==> src/rtl/biriscv_fetch_pc_pkg.sv <==
// biriscv_fetch_pc_pkg: shared fetch state encodings, tag layout and buffer depth.
// Buffer depth is 2 when BIRISCV_FETCH_SKID_EN is defined, otherwise 1.
package biriscv_fetch_pc_pkg;
  typedef enum logic [1:0] {
    FETCH_STATE_BOOT = 2'd0,
    FETCH_STATE_RUN  = 2'd1,
    FETCH_STATE_DROP = 2'd2
  } fetch_state_t;
  localparam int TAG_PC_W    = 32;
  localparam int TAG_PRED_W  = 2;
  localparam int TAG_FAULT_W = 1;
  localparam int TAG_W       = TAG_PC_W + TAG_PRED_W;
  localparam int ENTRY_W     = 64 + TAG_W + TAG_FAULT_W;
`ifdef BIRISCV_FETCH_SKID_EN
  localparam int FETCH_DEPTH = 2;
`else
  localparam int FETCH_DEPTH = 1;
`endif
endpackage

==> src/rtl/biriscv_fetch_buf.sv <==
// biriscv_fetch_buf: 1- or 2-deep shift FIFO with flush, count and same-cycle push+pop.
module biriscv_fetch_buf #(
  parameter int DEPTH = 1,
  parameter int W = 8
) (
  input  logic         clk,
  input  logic         rst,
  input  logic         flush,
  input  logic         push,
  input  logic [W-1:0] push_data,
  input  logic         pop,
  output logic         valid,
  output logic [W-1:0] head,
  output logic [1:0]   count
);
  localparam logic [1:0] DEPTH_C = 2'(DEPTH);
  logic [W-1:0] mem [DEPTH];
  logic [W-1:0] mem_n [DEPTH];
  logic do_pop, do_push;
  assign valid = count != 2'd0;
  assign head = mem[0];
  assign do_pop = pop & valid;
  assign do_push = push & ((count < DEPTH_C) | do_pop);
  // Pop shifts toward the head; the push lands in the first free slot after that shift.
  always_comb begin
    mem_n = mem;
    for (int i = 0; i < DEPTH; i++) begin
      if (do_pop && i + 1 < DEPTH) mem_n[i] = mem[(i + 1) % DEPTH];
      if (do_push && i == int'(count) - int'(do_pop)) mem_n[i] = push_data;
    end
  end
  always_ff @(posedge clk) begin
    if (rst) begin
      count <= '0;
      mem <= '{default: '0};
    end else begin
      count <= flush ? 2'd0 : count + {1'b0, do_push} - {1'b0, do_pop};
      mem <= mem_n;
    end
  end
endmodule

==> src/rtl/biriscv_fetch_pc.sv <==
// biriscv_fetch_pc: fetch PC owner, I-cache request issue, response buffering and redirect handling.
// BIRISCV_FETCH_SKID_EN selects a 2-entry buffer with two outstanding requests.
module biriscv_fetch_pc
  import biriscv_fetch_pc_pkg::*;
#(
  parameter logic [31:0] BOOT_VECTOR = 32'h80000000
) (
  input  logic        clk_i,
  input  logic        rst_i,
  input  logic        branch_request_i,
  input  logic [31:0] branch_pc_i,
  input  logic [31:0] next_pc_f_i,
  input  logic [1:0]  next_taken_f_i,
  output logic [31:0] pc_f_o,
  output logic        pc_accept_o,
  output logic        icache_rd_o,
  output logic [31:0] icache_pc_o,
  input  logic        icache_accept_i,
  input  logic        icache_valid_i,
  input  logic [63:0] icache_inst_i,
  input  logic        icache_error_i,
  input  logic        fetch_accept_i,
  output logic        fetch_valid_o,
  output logic [63:0] fetch_instr_o,
  output logic [31:0] fetch_pc_o,
  output logic [1:0]  fetch_pred_branch_o,
  output logic        fetch_fault_o
);
  fetch_state_t state;
  logic [31:0] pc_q;
  logic [1:0] pend_q, pend_n, buf_cnt, tag_cnt;
  logic [2:0] occ;
  logic run, resp, keep, tag_valid;
  logic [TAG_W-1:0] tag_head;
  logic [ENTRY_W-1:0] head;
  assign run = state == FETCH_STATE_RUN;
  assign resp = icache_valid_i & (pend_q != 2'd0);
  // Buffered plus in-flight entries never exceed the buffer depth, so a response always has room.
  assign occ = {1'b0, buf_cnt} + {1'b0, pend_q} - {2'b0, fetch_valid_o & fetch_accept_i};
  assign icache_rd_o = run & ~branch_request_i & (occ < 3'(FETCH_DEPTH));
  assign pc_accept_o = icache_rd_o & icache_accept_i;
  assign pend_n = pend_q + {1'b0, pc_accept_o} - {1'b0, resp};
  assign keep = resp & run & ~branch_request_i & tag_valid;
  assign pc_f_o = pc_q;
  assign icache_pc_o = {pc_q[31:3], 3'b0};
  assign {fetch_instr_o, fetch_pc_o, fetch_pred_branch_o, fetch_fault_o} = head;
  biriscv_fetch_buf #(.DEPTH(FETCH_DEPTH), .W(TAG_W)) u_tag (
    .clk(clk_i), .rst(rst_i), .flush(branch_request_i),
    .push(pc_accept_o), .push_data({pc_q, next_taken_f_i}), .pop(keep),
    .valid(tag_valid), .head(tag_head), .count(tag_cnt)
  );
  biriscv_fetch_buf #(.DEPTH(FETCH_DEPTH), .W(ENTRY_W)) u_buf (
    .clk(clk_i), .rst(rst_i), .flush(branch_request_i),
    .push(keep), .push_data({icache_inst_i, tag_head, icache_error_i}), .pop(fetch_accept_i),
    .valid(fetch_valid_o), .head(head), .count(buf_cnt)
  );
  always_ff @(posedge clk_i) begin
    if (rst_i) begin
      state <= FETCH_STATE_BOOT;
      pc_q <= BOOT_VECTOR;
      pend_q <= '0;
    end else begin
      pend_q <= pend_n;
      pc_q <= branch_request_i ? branch_pc_i : pc_accept_o ? next_pc_f_i : pc_q;
      state <= state == FETCH_STATE_BOOT ? FETCH_STATE_RUN :
               (pend_n != 2'd0 && (branch_request_i || state == FETCH_STATE_DROP)) ? FETCH_STATE_DROP :
               FETCH_STATE_RUN;
    end
  end
  always_ff @(posedge clk_i) begin
    if (!rst_i) begin
      assert (!icache_valid_i || pend_q != 2'd0) else $error("icache response with no request outstanding");
      assert (!run || tag_cnt == pend_q) else $error("tag queue out of step with outstanding count");
    end
  end
endmodule

==> config.mk <==
export PLATFORM = sky130hd
export DESIGN_NAME = biriscv_fetch_pc
export DESIGN_NICKNAME = d
export VERILOG_FILES = /design/src/rtl/biriscv_fetch_pc_pkg.sv /design/src/rtl/biriscv_fetch_buf.sv /design/src/rtl/biriscv_fetch_pc.sv
export SDC_FILE = /design/constraint.sdc
export NUM_CORES = 1
export LEC_CHECK = 0
export BUFFER_PORTS_ARGS = -buffer_cell sky130_fd_sc_hd__buf_2
export CAP_MARGIN = 20
export CORE_MARGIN = 2
export CORE_UTILIZATION = 45
export DETAILED_ROUTE_END_ITERATION = 12
export HOLD_SLACK_MARGIN = 0.1
export PLACE_DENSITY = 0.86
export SKIP_LAST_GASP = 1
export SLEW_MARGIN = 20
export SYNTH_ARGS = -nofsm -noshare
export SYNTH_HDL_FRONTEND = slang
export SYNTH_SLANG_ARGS = --single-unit
export TNS_END_PERCENT = 50
==> constraint.sdc <==
create_clock -name clk_i -period 3.3 [get_ports clk_i]
set_input_delay 0.165 -clock clk_i [delete_from_list [all_inputs] [get_ports clk_i]]
set_output_delay 0.165 -clock clk_i [all_outputs]
set_load 0.01 [all_outputs]
==> results of run 1 <==
-- stage by stage --
step,setup slack (ns),std cells
floorplan,0.0824,820
global placement,0.429,1260
detailed placement,0.228,1260
CTS,0.134,1417
global route,-0.0501,1417
finish,0.0972,1418
-- worst max-delay path, stage by stage (launching register included) --
cell and delay (ns):
dfxtp_1 0.30, inv_1 0.10, nand2_1 0.08, and2_1 0.17, ha_1 0.30, inv_1 0.09, ha_1 0.14, inv_1 0.04
fa_1 0.50, nand3b_1 0.10, nor3_2 0.22, buf_4 0.36, buf_2 0.20
-- layout make-up --
type / count / share of cell area, %
diodes: 1 / 0.0223
clock buffers: 19 / 3.95
flip-flops and latches: 173 / 30.9
clock inverters: 10 / 1.27
repair buffers: 438 / 25.8
well taps: 225 / 2.51
multi-input cells: 540 / 35.1
inverters: 12 / 0.402
-- metal layers --
metal | vias to the layer above | share of wire (%)
li1 | 3414 | -
met4 | 0 | 3.7
met2 | 335 | 49
met5 | - | 0
met3 | 70 | 8.2
met1 | 3307 | 39
-- logic make-up (layout without fill, tap and decap cells) --
logic type      Yosys count  in the layout  share of synthesized area (%)
compound gates           37             37                           3.97
xor+xnor                  5              5                          0.549
fa+ha+maj                11             11                           1.82
buf+inv                 107            479                           7.46
flops                   173            173                           43.4
mux                     133            133                           16.7
other cells               1              4                         0.0470
simple gates            351            351                           26.0
-- cells in the final DEF (no fill, tap or decap), types with 3 or more instances in the layout --
cell type / n
buf_2: 298
nand2b_1: 233
dfxtp_1: 173
mux2i_1: 133
dlygate4sd3_1: 128
nor2_1: 36
nor3_1: 35
nor2b_1: 34
a2111oi_0: 30
clkbuf_16: 17
inv_1: 12
ha_1: 10
buf_4: 9
nand2_1: 3
xnor2_1: 3
conb_1: 3
bufinv_16: 3
clkinv_4: 3
-- sequential cells by signal (all words and copies together), names as in the netlist --
name and count:
pc_f_o 32, pend_q 2, u_buf.head 99, state 2
u_buf.count 2, u_tag.head 34, u_tag.count 2
-- power by group --
| group | total [µW] | internal (µW) | switching (µW) |
|---|---|---|---|
| clock network | 2010 | 1200 | 812 |
| logic | 947 | 482 | 466 |
| registers | 2290 | 2190 | 104 |
-- worst paths after layout --
check                                                 start                     endpoint  slack (ns)  cells after the start
worst max-delay path              u_buf.count[1]$_SDFF_PP0_                  pc_accept_o         0.1                     12
worst max register to register    u_buf.count[1]$_SDFF_PP0_    u_tag.count[1]$_SDFF_PP0_        0.16                     15
worst min register to register  u_buf.head[82]$_SDFFE_PP0P_  u_buf.head[82]$_SDFFE_PP0P_        0.47                      2
worst min-delay path                        branch_pc_i[19]      pc_f_o[19]$_SDFFE_PP0P_        0.17                      3
-- timing repair --
item / in CTS / in global routing
setup endpoints to repair: 0 / 5
gates resized for setup: 0 / 1
hold endpoints to repair: 99 / 0
buffers inserted: 0 / 0
hold buffers: 128 / 0
==> out/qor.yml, run 1 <==
placed_design:
  place.detailed.hpwl_um: 13700
  place_congestion: 0.821
  place_area_um2: 9340
  io_buffers: 299
worst_hold_path:
  min_path_type: "in -> reg"
synth:
  synth_most_common_cell: "nand2b_1"
  ys_seq_elements: 173
  synth_area_leader_cell: "dfxtp_1"
  syn_avg_cell_area_um2: 9.74
  syn_inst: 818
  synthesis.area_um2: 7970
  synthTopCellsByArea: "dfxtp_1 43%, nand2b_1 18%, mux2i_1 17%, buf_4 4.0%, a2111oi_0 3.4%"
  synth-edff-count: 0
  yosys-top-cells-count: "233 x nand2b_1, 173 x dfxtp_1, 133 x mux2i_1"
  yosysTopAreaCellShare_pct: 43.4
  ys_types: 33
  synth_ff_type: "dfxtp_1"
  synth-async-reset-ratio_pct: 0
  yosys_warnings: 0
  ys_seq_area_share_pct: 43.4
power_and_ir_drop:
  peakVddDrop_v: 0.000347
  power-per-cell-area_nw_per_um2: 469
  p_leak_uw: 0.00498
  p_total_uw: 5260
floorplanning:
  fp.dieW_um: 137
  core_area_um2: 17300
  die_h_um: 137
  die_area_um2: 18800
  placementRows: 48
  io_pins: 303
  start_util_pct: 46.1
global_routing:
  grt-ovfl-total: 0
  grt_pass1_wl_um: 35000
  grt_start_max_net_pins: 150
  grt_pass1_vias: 7034
  grt_busiest_layer: "met2"
  gr-usage-met1_pct: 25.9
  antenna_found_initial: 0
  grt_use_met3_pct: 7.00
  grtUsageTotal_pct: 24.0
  grt_util_met2_pct: 42.2
cts:
  cts_root_buf: "clkbuf_16"
  clk_latency_ns: 0.42
  clk_path_buf_depth: 2
  cts-buffers-inserted: 17
  path_clk_slew_ns: 0.06
  cts_tree: "yes"
  cts_sinks: 173
  h-tree-depth: 4
sta:
  tns_ns: 0
  fin_worst_skew_ns: 0.0117
  fin_crit_sh_pct: 97.1
  maxSlewHeadroom_pct: 43.0
  drv_slew: 0
  fin_crit_ns: 3.20
  grt_setup_unrepaired: "true"
  hold_violations: 0
  whs_ns: 0.169
  setup_viol: 0
  worst_slew_pin_slew_ns: 0.855
  fmax_ghz: 0.312
job:
  maxCapViolCount: 0
setup_path:
  worstPathRequired_ns: 3.13
  cp_max_fo: 32
  end_kind: "output port"
  cp-start-kind: "flip-flop"
  critPathKind: "reg -> out"
  cp_data_arrival_time_ns: 3.04
detailed_routing:
  drt-total-wl_um: 23800
  drtIter0Drc: 316
  vias: 7126
  avgRoutedWirePerCell_um: 16.8
  routed_via_density: 5.03
  drtPass1Iterations: 5
  drc: 0
  drt.antenna.violating_nets: 0
final_layout:
  nets: 1330
  regArea_um2: 3460
  fill_cells: 1297
  design_area_um2: 11200
  fin_util_pct: 64.8
  area_growth_pct: 40.6
  drive_above_1_share_pct: 28.7
  multiInputGateArea_um2: 3940
run_status:
  status: "finished clean"
Power figures use the tool's default switching activity.
==> run 2: changes to the inputs <==
==> constraint.sdc (replaced) <==
create_clock -name clk_i -period 3.3 [get_ports clk_i]
set_input_delay 0.495 -clock clk_i [delete_from_list [all_inputs] [get_ports clk_i]]
set_output_delay 0.495 -clock clk_i [all_outputs]
set_load 0.005 [all_outputs]
==> run 2 against run 1 <==
- worst hold slack better by 0.15 ns
- highest routed layer unchanged
- sequential power hardly changed
- global-route usage is 5.1 points lower
- sequential share of layout area is 3.4 points higher
- maximum frequency is 0.50% higher
- flip-flop and latch count stayed put
- largest power group unchanged
==> out/qor.yml, run 2 (synthesis gave the netlist of run 1 again) <==
floorplanning:
  core_area_um2: 17300  # unchanged
  die_h_um: 137  # unchanged
  start_util_pct: 46.1  # unchanged
  die_area_um2: 18800  # unchanged
  io_pins: 303  # unchanged
  placementRows: 48  # unchanged
  fp.dieW_um: 137  # unchanged
detailed_routing:
  drc: 0  # unchanged
  drtIter0Drc: 205  # -35%
  drt-total-wl_um: 19000  # -20%
  drt.antenna.violating_nets: 0  # unchanged
  drtPass1Iterations: 4  # -1
  avgRoutedWirePerCell_um: 14.7  # -12%
  vias: 6274  # -12%
  routed_via_density: 4.85  # -3.5%
job:
  maxCapViolCount: 0  # unchanged
sta:
  fmax_ghz: 0.314  # +0.50%
  tns_ns: 0  # unchanged
  fin_worst_skew_ns: 0.0102  # -0.00141 ns
  setup_viol: 0  # unchanged
  worst_slew_pin_slew_ns: 0.838  # -0.0171 ns
  fin_crit_sh_pct: 96.6  # -0.48 points
  hold_violations: 0  # unchanged
  maxSlewHeadroom_pct: 44.2  # +1.1 points
  drv_slew: 0  # unchanged
  fin_crit_ns: 3.19  # -0.0159 ns
final_layout:
  fill_cells: 1482  # +14%
  diodes: 0  # -1
  final_cell_mix: "298 x buf_2, 233 x nand2b_1, 173 x dfxtp_1"
  nets: 1205  # -9.4%
  regArea_um2: 3460  # unchanged
  multiInputGateArea_um2: 3970  # +0.92%
  drive_above_1_share_pct: 33.3  # +4.6 points
  layout_commonest_cell: "buf_2"
  largest_reg_flops: 99  # unchanged
  area_growth_pct: 26.6
setup_path:
  cp_slowest_cell: "fa_2"
  ff2ff_path_depth: 16  # +1
  worstPathRequired_ns: 2.80  # -0.33 ns
  rrSetupSlack_ns: 0.21  # +0.05 ns
  crit_path_frequent_cell: "inv_2"
  reg2reg_from: "u_buf.count[0]$_SDFF_PP0_"
  r2r-end: "state[1]$_SDFF_PP0_"
  crit_path_cell_trace: "inv_2 -> nand2_1 -> and2_4 -> ha_4 -> inv_2 -> ha_1 -> inv_1 -> fa_2 -> nand3b_1 -> nor3_4 -> buf_12 -> buf_2"
  cp_max_fo: 5  # -84%
  critPathKind: "reg -> out"
  max_stage_delay_ns: 0.53  # +0.03 ns
  cp-start-kind: "flip-flop"
  end_kind: "output port"
  cp_data_arrival_time_ns: 2.69  # -0.35 ns
cts:
  cts-buffers-inserted: 17  # unchanged
  path_clk_slew_ns: 0.07  # about the same
  cts_sinks: 173  # unchanged
  cts_tree: "yes"
  h-tree-depth: 4  # unchanged
  hold_buffers: 0  # -100%
  cts_root_buf: "clkbuf_16"
  clk_path_buf_depth: 2  # unchanged
  clk_latency_ns: 0.42  # about the same
power_and_ir_drop:
  power-per-cell-area_nw_per_um2: 533  # +14%
  p_leak_uw: 0.00452  # -9.3%
  peakVddDrop_v: 0.000391  # +13%
  p_total_uw: 5380  # +2.3%
worst_hold_path:
  hold_depth: 3  # unchanged
  min_from: "next_taken_f_i[1]"
  holdPathEnd: "u_tag.head[1]$_SDFFE_PP0P_"
  min_path_type: "in -> reg"
global_routing:
  grt_pass1_vias: 5730  # -19%
  grtUsageTotal_pct: 18.9  # -5.1 points
  grt_start_max_net_pins: 122  # -19%
  grt-ovfl-total: 0  # unchanged
  grt_pass1_wl_um: 28000  # -20%
  antenna_found_initial: 0  # unchanged
placed_design:
  io_buffers: 299  # unchanged
  place.detailed.hpwl_um: 13400  # -2.7%
  place_congestion: 0.819  # -0.27%
run_status:
  status: "finished clean"
run 2: cell types whose count changed in the layout (fill, tap and decap cells not counted), moves of 2 or more:
cell           change
clkinv_2           -2
inv_1              -3
dlygate4sd3_1    -128
clkinv_4           -2
buf_12             +3
clkbuf_8           +2
clkinvlp_4         +2
inv_2              +3
run 2: report_power, final:
group	internal (µW)	total, µW	switching, µW
logic	456	894	438
registers	2200	2310	104
clock network	1340	2180	842
run 2: how the worst max path moves through the flow:
stage                                    from                        end  cells past startpoint
floorplan                      fetch_accept_i        state[1]$_SDFF_PP0_                     15
global placement               fetch_accept_i  u_tag.count[1]$_SDFF_PP0_                     14
detailed placement             fetch_accept_i  u_tag.count[1]$_SDFF_PP0_                     14
CTS                 u_buf.count[1]$_SDFF_PP0_                pc_accept_o                     12
global route        u_buf.count[0]$_SDFF_PP0_                pc_accept_o                     12
finish              u_buf.count[0]$_SDFF_PP0_                pc_accept_o                     12
run 2: final cells by class:
class / instances / share of cell area, %
clock buffers: 20 / 4.62
inverters: 12 / 0.446
multi-input cells: 540 / 39.4
clock inverters: 11 / 1.79
flip-flops and latches: 173 / 34.3
repair buffers: 313 / 16.7
well taps: 225 / 2.79
run 2: critical path, delay by kind of cell, from the launching register on:
family / cells / cell delay [ns]
fa+ha+maj: 3 / 0.88
buf+inv: 5 / 0.43
flops: 1 / 0.31
simple gates: 4 / 0.65
run 2: metrics by stage:
| stage | util [%] | hold WS, ns | std cells | area, µm² | setup slack (ns) |
|---|---|---|---|---|---|
| global placement | 54.1 | 0.455 | 1258 | 9350 | 0.173 |
| global route | 58.4 | 0.316 | 1294 | 10100 | -0.0488 |
| CTS | 57.8 | 0.302 | 1289 | 10000 | -0.0635 |
| detailed placement | 54.1 | 0.459 | 1258 | 9350 | 0.129 |
| finish | 58.4 | 0.317 | 1294 | 10100 | 0.113 |
| floorplan | - | 0.461 | 820 | 7980 | 0.00587 |
run 2: per-layer routing:
metal  share of wire, %  global-route usage (%)
met1                 44                    24.0
met2                 47                    30.5
met3                7.1                    4.04
met4                2.3                    8.71
met5                  0                       0
run 2: repair_timing:
item | CTS | global route
setup endpoints to repair | 2 | 9
gates resized for setup | 0 | 9
buffers inserted | 0 | 4
cloned | 0 | 1
pin swaps | 0 | 3
